--- src/rtl/mc_ctrl_pkg.sv ---
// Shared state encoding, opcode/funct constants and ALU codes for the multi-cycle control FSM.
package mc_ctrl_pkg;

  typedef enum logic [3:0] {
    S_FETCH    = 4'd0,
    S_DECODE   = 4'd1,
    S_MEM_ADDR = 4'd2,
    S_MEM_RD   = 4'd3,
    S_MEM_WB   = 4'd4,
    S_MEM_WR   = 4'd5,
    S_EXEC     = 4'd6,
    S_ALU_WB   = 4'd7,
    S_BRANCH   = 4'd8,
    S_JUMP     = 4'd9,
    S_IMM_EXEC = 4'd10,
    S_IMM_WB   = 4'd11,
    S_TRAP     = 4'd15
  } state_e;

  localparam logic [5:0] OP_RTYPE = 6'h00;
  localparam logic [5:0] OP_LW    = 6'h23;
  localparam logic [5:0] OP_SW    = 6'h2B;
  localparam logic [5:0] OP_BEQ   = 6'h04;
  localparam logic [5:0] OP_J     = 6'h02;
  localparam logic [5:0] OP_ADDI  = 6'h08;
  localparam logic [5:0] OP_ORI   = 6'h0D;

  localparam logic [5:0] FN_ADD = 6'h20;
  localparam logic [5:0] FN_SUB = 6'h22;
  localparam logic [5:0] FN_AND = 6'h24;
  localparam logic [5:0] FN_OR  = 6'h25;

  localparam logic [3:0] ALU_ADD = 4'd0;
  localparam logic [3:0] ALU_SUB = 4'd1;
  localparam logic [3:0] ALU_AND = 4'd2;
  localparam logic [3:0] ALU_OR  = 4'd3;

endpackage

--- src/rtl/alu_ctl_dec.sv ---
// R-type funct decoder: maps funct to an ALU code; valid_o low for unsupported functs.
module alu_ctl_dec
  import mc_ctrl_pkg::*;
(
  input  logic [5:0] funct_i,
  output logic [3:0] alu_ctl_o,
  output logic       valid_o
);

  always_comb begin
    alu_ctl_o = ALU_ADD;
    valid_o   = 1'b1;
    case (funct_i)
      FN_ADD:  alu_ctl_o = ALU_ADD;
      FN_SUB:  alu_ctl_o = ALU_SUB;
      FN_AND:  alu_ctl_o = ALU_AND;
      FN_OR:   alu_ctl_o = ALU_OR;
      default: valid_o   = 1'b0;
    endcase
  end

endmodule

--- src/rtl/mc_ctrl.sv ---
// Multi-cycle MIPS-lite main control FSM; all datapath controls decode combinationally from state.
// Define MC_CTRL_MEM_WAIT_EN to add mem_ready, which stalls FETCH/MEM_RD/MEM_WR until memory responds.
module mc_ctrl
  import mc_ctrl_pkg::*;
#(
  parameter int         ALU_CTL_W   = 4,
  parameter logic [3:0] RESET_STATE = 4'd0
)(
  input  logic                 clk,
  input  logic                 rst,
  input  logic [5:0]           opcode,
  input  logic [5:0]           funct,
  input  logic                 zero,
`ifdef MC_CTRL_MEM_WAIT_EN
  input  logic                 mem_ready,
`endif
  output logic [ALU_CTL_W-1:0] alu_ctl,
  output logic                 alu_src_a,
  output logic [1:0]           alu_src_b,
  output logic                 ext_zero,
  output logic                 pc_en,
  output logic [1:0]           pc_src,
  output logic                 i_or_d,
  output logic                 mem_read,
  output logic                 mem_write,
  output logic                 ir_write,
  output logic                 reg_dst,
  output logic                 mem_to_reg,
  output logic                 reg_write,
  output logic                 halted,
  output logic [3:0]           state
);

  state_e     state_q, state_d;
  logic       mem_rdy;
  logic [3:0] alu_code;
  logic [3:0] fn_alu;
  logic       fn_valid;

`ifdef MC_CTRL_MEM_WAIT_EN
  assign mem_rdy = mem_ready;
`else
  assign mem_rdy = 1'b1;
`endif

  alu_ctl_dec u_alu_ctl_dec (
    .funct_i   (funct),
    .alu_ctl_o (fn_alu),
    .valid_o   (fn_valid)
  );

  always_ff @(posedge clk or posedge rst) begin
    if (rst) state_q <= state_e'(RESET_STATE);
    else     state_q <= state_d;
  end

  always_comb begin
    state_d    = state_q;
    alu_code   = ALU_ADD;
    alu_src_a  = 1'b0;
    alu_src_b  = 2'd0;
    ext_zero   = 1'b0;
    pc_en      = 1'b0;
    pc_src     = 2'd0;
    i_or_d     = 1'b0;
    mem_read   = 1'b0;
    mem_write  = 1'b0;
    ir_write   = 1'b0;
    reg_dst    = 1'b0;
    mem_to_reg = 1'b0;
    reg_write  = 1'b0;
    halted     = 1'b0;
    case (state_q)
      S_FETCH: begin
        // PC/IR load only in the cycle memory delivers, so a stall updates them once
        mem_read  = 1'b1;
        ir_write  = mem_rdy;
        pc_en     = mem_rdy;
        alu_src_b = 2'd1;
        if (mem_rdy) state_d = S_DECODE;
      end
      S_DECODE: begin
        alu_src_b = 2'd3;
        case (opcode)
          OP_RTYPE:       state_d = fn_valid ? S_EXEC : S_TRAP;
          OP_LW, OP_SW:   state_d = S_MEM_ADDR;
          OP_BEQ:         state_d = S_BRANCH;
          OP_J:           state_d = S_JUMP;
          OP_ADDI, OP_ORI: state_d = S_IMM_EXEC;
          default:        state_d = S_TRAP;
        endcase
      end
      S_MEM_ADDR: begin
        alu_src_a = 1'b1;
        alu_src_b = 2'd2;
        state_d   = (opcode == OP_SW) ? S_MEM_WR : S_MEM_RD;
      end
      S_MEM_RD: begin
        mem_read = 1'b1;
        i_or_d   = 1'b1;
        if (mem_rdy) state_d = S_MEM_WB;
      end
      S_MEM_WB: begin
        reg_write  = 1'b1;
        mem_to_reg = 1'b1;
        state_d    = S_FETCH;
      end
      S_MEM_WR: begin
        mem_write = 1'b1;
        i_or_d    = 1'b1;
        if (mem_rdy) state_d = S_FETCH;
      end
      S_EXEC: begin
        alu_src_a = 1'b1;
        alu_code  = fn_alu;
        state_d   = S_ALU_WB;
      end
      S_ALU_WB: begin
        reg_write = 1'b1;
        reg_dst   = 1'b1;
        state_d   = S_FETCH;
      end
      S_BRANCH: begin
        alu_src_a = 1'b1;
        alu_code  = ALU_SUB;
        pc_src    = 2'd1;
        pc_en     = zero;
        state_d   = S_FETCH;
      end
      S_JUMP: begin
        pc_src  = 2'd2;
        pc_en   = 1'b1;
        state_d = S_FETCH;
      end
      S_IMM_EXEC: begin
        alu_src_a = 1'b1;
        alu_src_b = 2'd2;
        if (opcode == OP_ORI) begin
          alu_code = ALU_OR;
          ext_zero = 1'b1;
        end
        state_d = S_IMM_WB;
      end
      S_IMM_WB: begin
        reg_write = 1'b1;
        state_d   = S_FETCH;
      end
      S_TRAP: halted = 1'b1;
      default: state_d = S_TRAP;
    endcase
  end

  assign alu_ctl = ALU_CTL_W'(alu_code);
  assign state   = state_q;

endmodule

--- config.mk ---
export PLATFORM = sky130hd
export DESIGN_NAME = mc_ctrl
export DESIGN_NICKNAME = d
export VERILOG_FILES = /design/src/rtl/mc_ctrl_pkg.sv /design/src/rtl/alu_ctl_dec.sv /design/src/rtl/mc_ctrl.sv
export SDC_FILE = /design/constraint.sdc
export NUM_CORES = 1
export LEC_CHECK = 0
export CORE_MARGIN = 1.5
export CORE_UTILIZATION = 35
export DETAILED_ROUTE_END_ITERATION = 8
export PLACE_DENSITY = 0.72
export SYNTH_ARGS = -nofsm -noshare
export SYNTH_HDL_FRONTEND = slang
export SYNTH_SLANG_ARGS = --single-unit
--- constraint.sdc ---
create_clock -name clk -period 2.4 [get_ports clk]
set_input_delay 0.72 -clock clk [delete_from_list [all_inputs] [get_ports clk]]
set_output_delay 0.72 -clock clk [all_outputs]
set_load 0.05 [all_outputs]
==> results.cfg <==
[routing]
routed-via-count = 873
first_iteration_detailed_routing_drc_count = 10
number_of_detailed_routing_iterations_run_before_antenna_repair = 4
routed_wirelength_um = 2232
via_per_inst = 5.166
detail_route.wl_per_cell_um = 13.21
drc = 0
ant_nets = 0

[synth]
synthTopCellsByCount = sky130_fd_sc_hd__nand2_1 (9), sky130_fd_sc_hd__nor2_1 (9), sky130_fd_sc_hd__nand2b_1 (7)
synthDominantCellAreaShare = 0.1375
synth_area_um2 = 728.2
synth_mux_area_frac = 0.02749
yosys.area_share.adder = 0.01546
synth-simple-area-share = 0.4175
synth_enable_flop_cells = 0
synth-warning-count = 0
postSynthCellCount = 101
asyncSetResetFlopFracSynth = 1.000
yosys.area.top_type = sky130_fd_sc_hd__dfrtp_1
post_synth_main_area_contributors = sky130_fd_sc_hd__dfrtp_1 (14%), sky130_fd_sc_hd__buf_6 (6.2%), sky130_fd_sc_hd__nand2b_1 (6.0%)
dominantRegCellSynth = sky130_fd_sc_hd__dfrtp_1
average_cell_area_after_synthesis_um2 = 7.210
synth_seq_area_share = 0.1375
combinational_family_with_the_most_area_after_synthesis = simple AND/OR/NAND/NOR gates
synth_compound_gate_area_share = 0.2371
yosysUniqueCellTypes = 43
yosys.area_share.xor_xnor = 0.03608
ys_ff_latch = 4

[layout]
sequential_cell_area_um2 = 105.1
finalNonFillerCells = 169
multiInputGateArea_um2 = 684.4
largest_register_ff_count = 4
utilization = 0.7270
num-nets-final = 159
total_inserted_antenna_cells = 0
syn_to_layout_area_delta_pct = 95.88
fillCellCount = 170
post_route_cells_drive_above_1_share = 0.4930

[critical_path]
timing.critical_path.slowest_cell_delay_ns = 0.19
crit_fanout = 2
cp_data_arrival_time_ns = 1.63
critical_path.cell_chain = buf_2, nor3b_2, nand4b_1, a21o_1, nand3b_1, buf_12
ff2ff_path_depth = 4
end_kind = output pin
rr_endpoint = state[3]$_DFFE_PP0N_
critPathLaunch = funct[4]
cell_at_the_slowest_stage_of_the_critical_path = sky130_fd_sc_hd__a21o_1
flop_to_flop_setup_slack_ns = 0.72
critical_path_required_ns = 1.68
timing.setup.critical_path_class = in2out
r2r-start = state[0]$_DFFE_PP0N_
critical_path.startpoint_type = input port

[clock_network]
ctsLongestPathBuffers = 2
clock_tree.root_cell = sky130_fd_sc_hd__clkbuf_4
deepest_level_of_the_cts_h_tree = 1
cts_sinks = 4
cts_made_buffers = 3
holdBufCountCts = 0
tritoncts = built
insertion_delay_to_the_later_sink_of_the_worst_skew_pair_ns = 0.24
clkTransAtPathRegs_ns = 0.04

[timing]
totalNegativeSetupSlack_ns = 0
fin_crit_share = 0.9777
final-max-slew-violation-count = 0
finalHoldViolations = 0
finalWorstPathRequiredPeriod_ns = 2.347
setup_violations = 0
max_clock_freq_ghz = 0.4262
fin_skew_ns = 0.009835

[floorplanning]
io_pins = 38
die-area_um2 = 2363
floorplan.die.height_um = 48.62
floorplan.core_area_um2 = 1962
fp.dieW_um = 48.62
initial_core_util = 0.3712
core.rowCount = 16

[global_routing]
number_of_global_route_vias_before_repair = 811
grt_max_degree = 14
wire_length_of_the_first_global_routing_pass_um = 3657
globalRouteOverflowTotal = 0
grt_util_all_layers = 0.1893
initial_antenna_violation_count = 0

[placed_design]
dpl.hpwl_um = 1711
dpl.cell_count = 164
numPortBuffers = 35
place.gp.congestion = 0.7888

[power]
leakage_nw = 0.5672
peakVddDrop_mv = 0.1762
power_density_nw_per_um2 = 163.0
design_power_total_mw = 0.2325

[flow_run]
maxCapViolCount = 0

[outcome]
run_status = completed

[worst_hold_path]
min_path_type = reg2reg
holdPathStages = 2
min-delay-start = state[2]$_DFFE_PP0N_
whs_endpoint = state[0]$_DFFE_PP0N_
==> cells in the final DEF, fill, tap and decap left out, drive strengths merged, types with 3 or more instances in the layout <==
cell / instances
dfrtp: 4
dlygate4sd2: 7
nor3: 6
clkdlybuf4s15: 3
o21ai: 6
or3: 3
a21oi: 4
nand3b: 4
nor2b: 3
buf: 37
nor2: 9
nand3: 3
nand2b: 7
clkbuf: 4
nand2: 9
==> cell type report <==
type | instances | area share
repair buffers | 49 | 0.4018
well taps | 27 | 0.02368
multi-input cells | 84 | 0.4798
inverters | 2 | 0.005263
flip-flops and latches | 4 | 0.07368
clock buffers | 3 | 0.01579
==> worst max-delay path by stage <==
stage / slack [ns] / endpoint
floorplan: -0.03 / ir_write
global placement: -0.25 / alu_ctl[0]
detailed placement: -0.30 / alu_ctl[0]
CTS: 0.01 / alu_ctl[0]
global route: -0.007 / alu_ctl[0]
finish: 0.05 / alu_ctl[0]
==> per-stage QoR <==
| stage | hold WS [ns] | setup slack [ns] | instance area, um2 |
|---|---|---|---|
| 4_1_cts | 0.5835 | 0.01047 | 1411 |
| 2_1_floorplan | 0.4861 | -0.03446 | 855.8 |
| 3_5_place_dp | 0.5867 | -0.2981 | 1370 |
| 6_report | 0.5904 | 0.05347 | 1426 |
| 3_3_place_gp | 0.5869 | -0.2516 | 1370 |
| 5_1_grt | 0.6268 | -0.006599 | 1426 |
==> worst max-delay path, delay by kind of cell <==
family	cells	cell delay, ns
compound gates	1	0.19
simple gates	3	0.46
buf+inv	2	0.26
==> cells by family (layout without fill, tap and decap cells) <==
| group | count (synthesis) | after routing |
|---|---|---|
| compound gates | 22 | 22 |
| xor+xnor | 3 | 3 |
| fa+ha+maj | 1 | 1 |
| buf+inv | 14 | 54 |
| flops | 4 | 4 |
| mux | 2 | 2 |
| other cells | 1 | 2 |
| simple gates | 54 | 54 |
==> routing by layer <==
metal / wire length (um) / global-route usage / up-vias
met1: 1010 / 0.2467 / 403
met5: 0 / 0 / -
met4: 12 / 0.05714 / 0
met2: 1122 / 0.3242 / 26
li1: - / - / 442
met3: 87 / 0.02469 / 2
==> power by group <==
group	internal (mW)	leakage, nW	switching [mW]
clock network	0.0559	0.0138	0.0284
logic	0.0381	0.520	0.0422
registers	0.0678	0.0337	0
==> what timing repair did <==
action                                 in CTS  in global routing
gates resized for setup                    26                  7
endpoints found under the hold margin       0                  0
setup endpoints to repair                   4                  3
setup buffers                               2                  0
pin swaps                                   8                  6
cloned                                      0                  0
No activity file was read; power rests on OpenSTA's default activity.
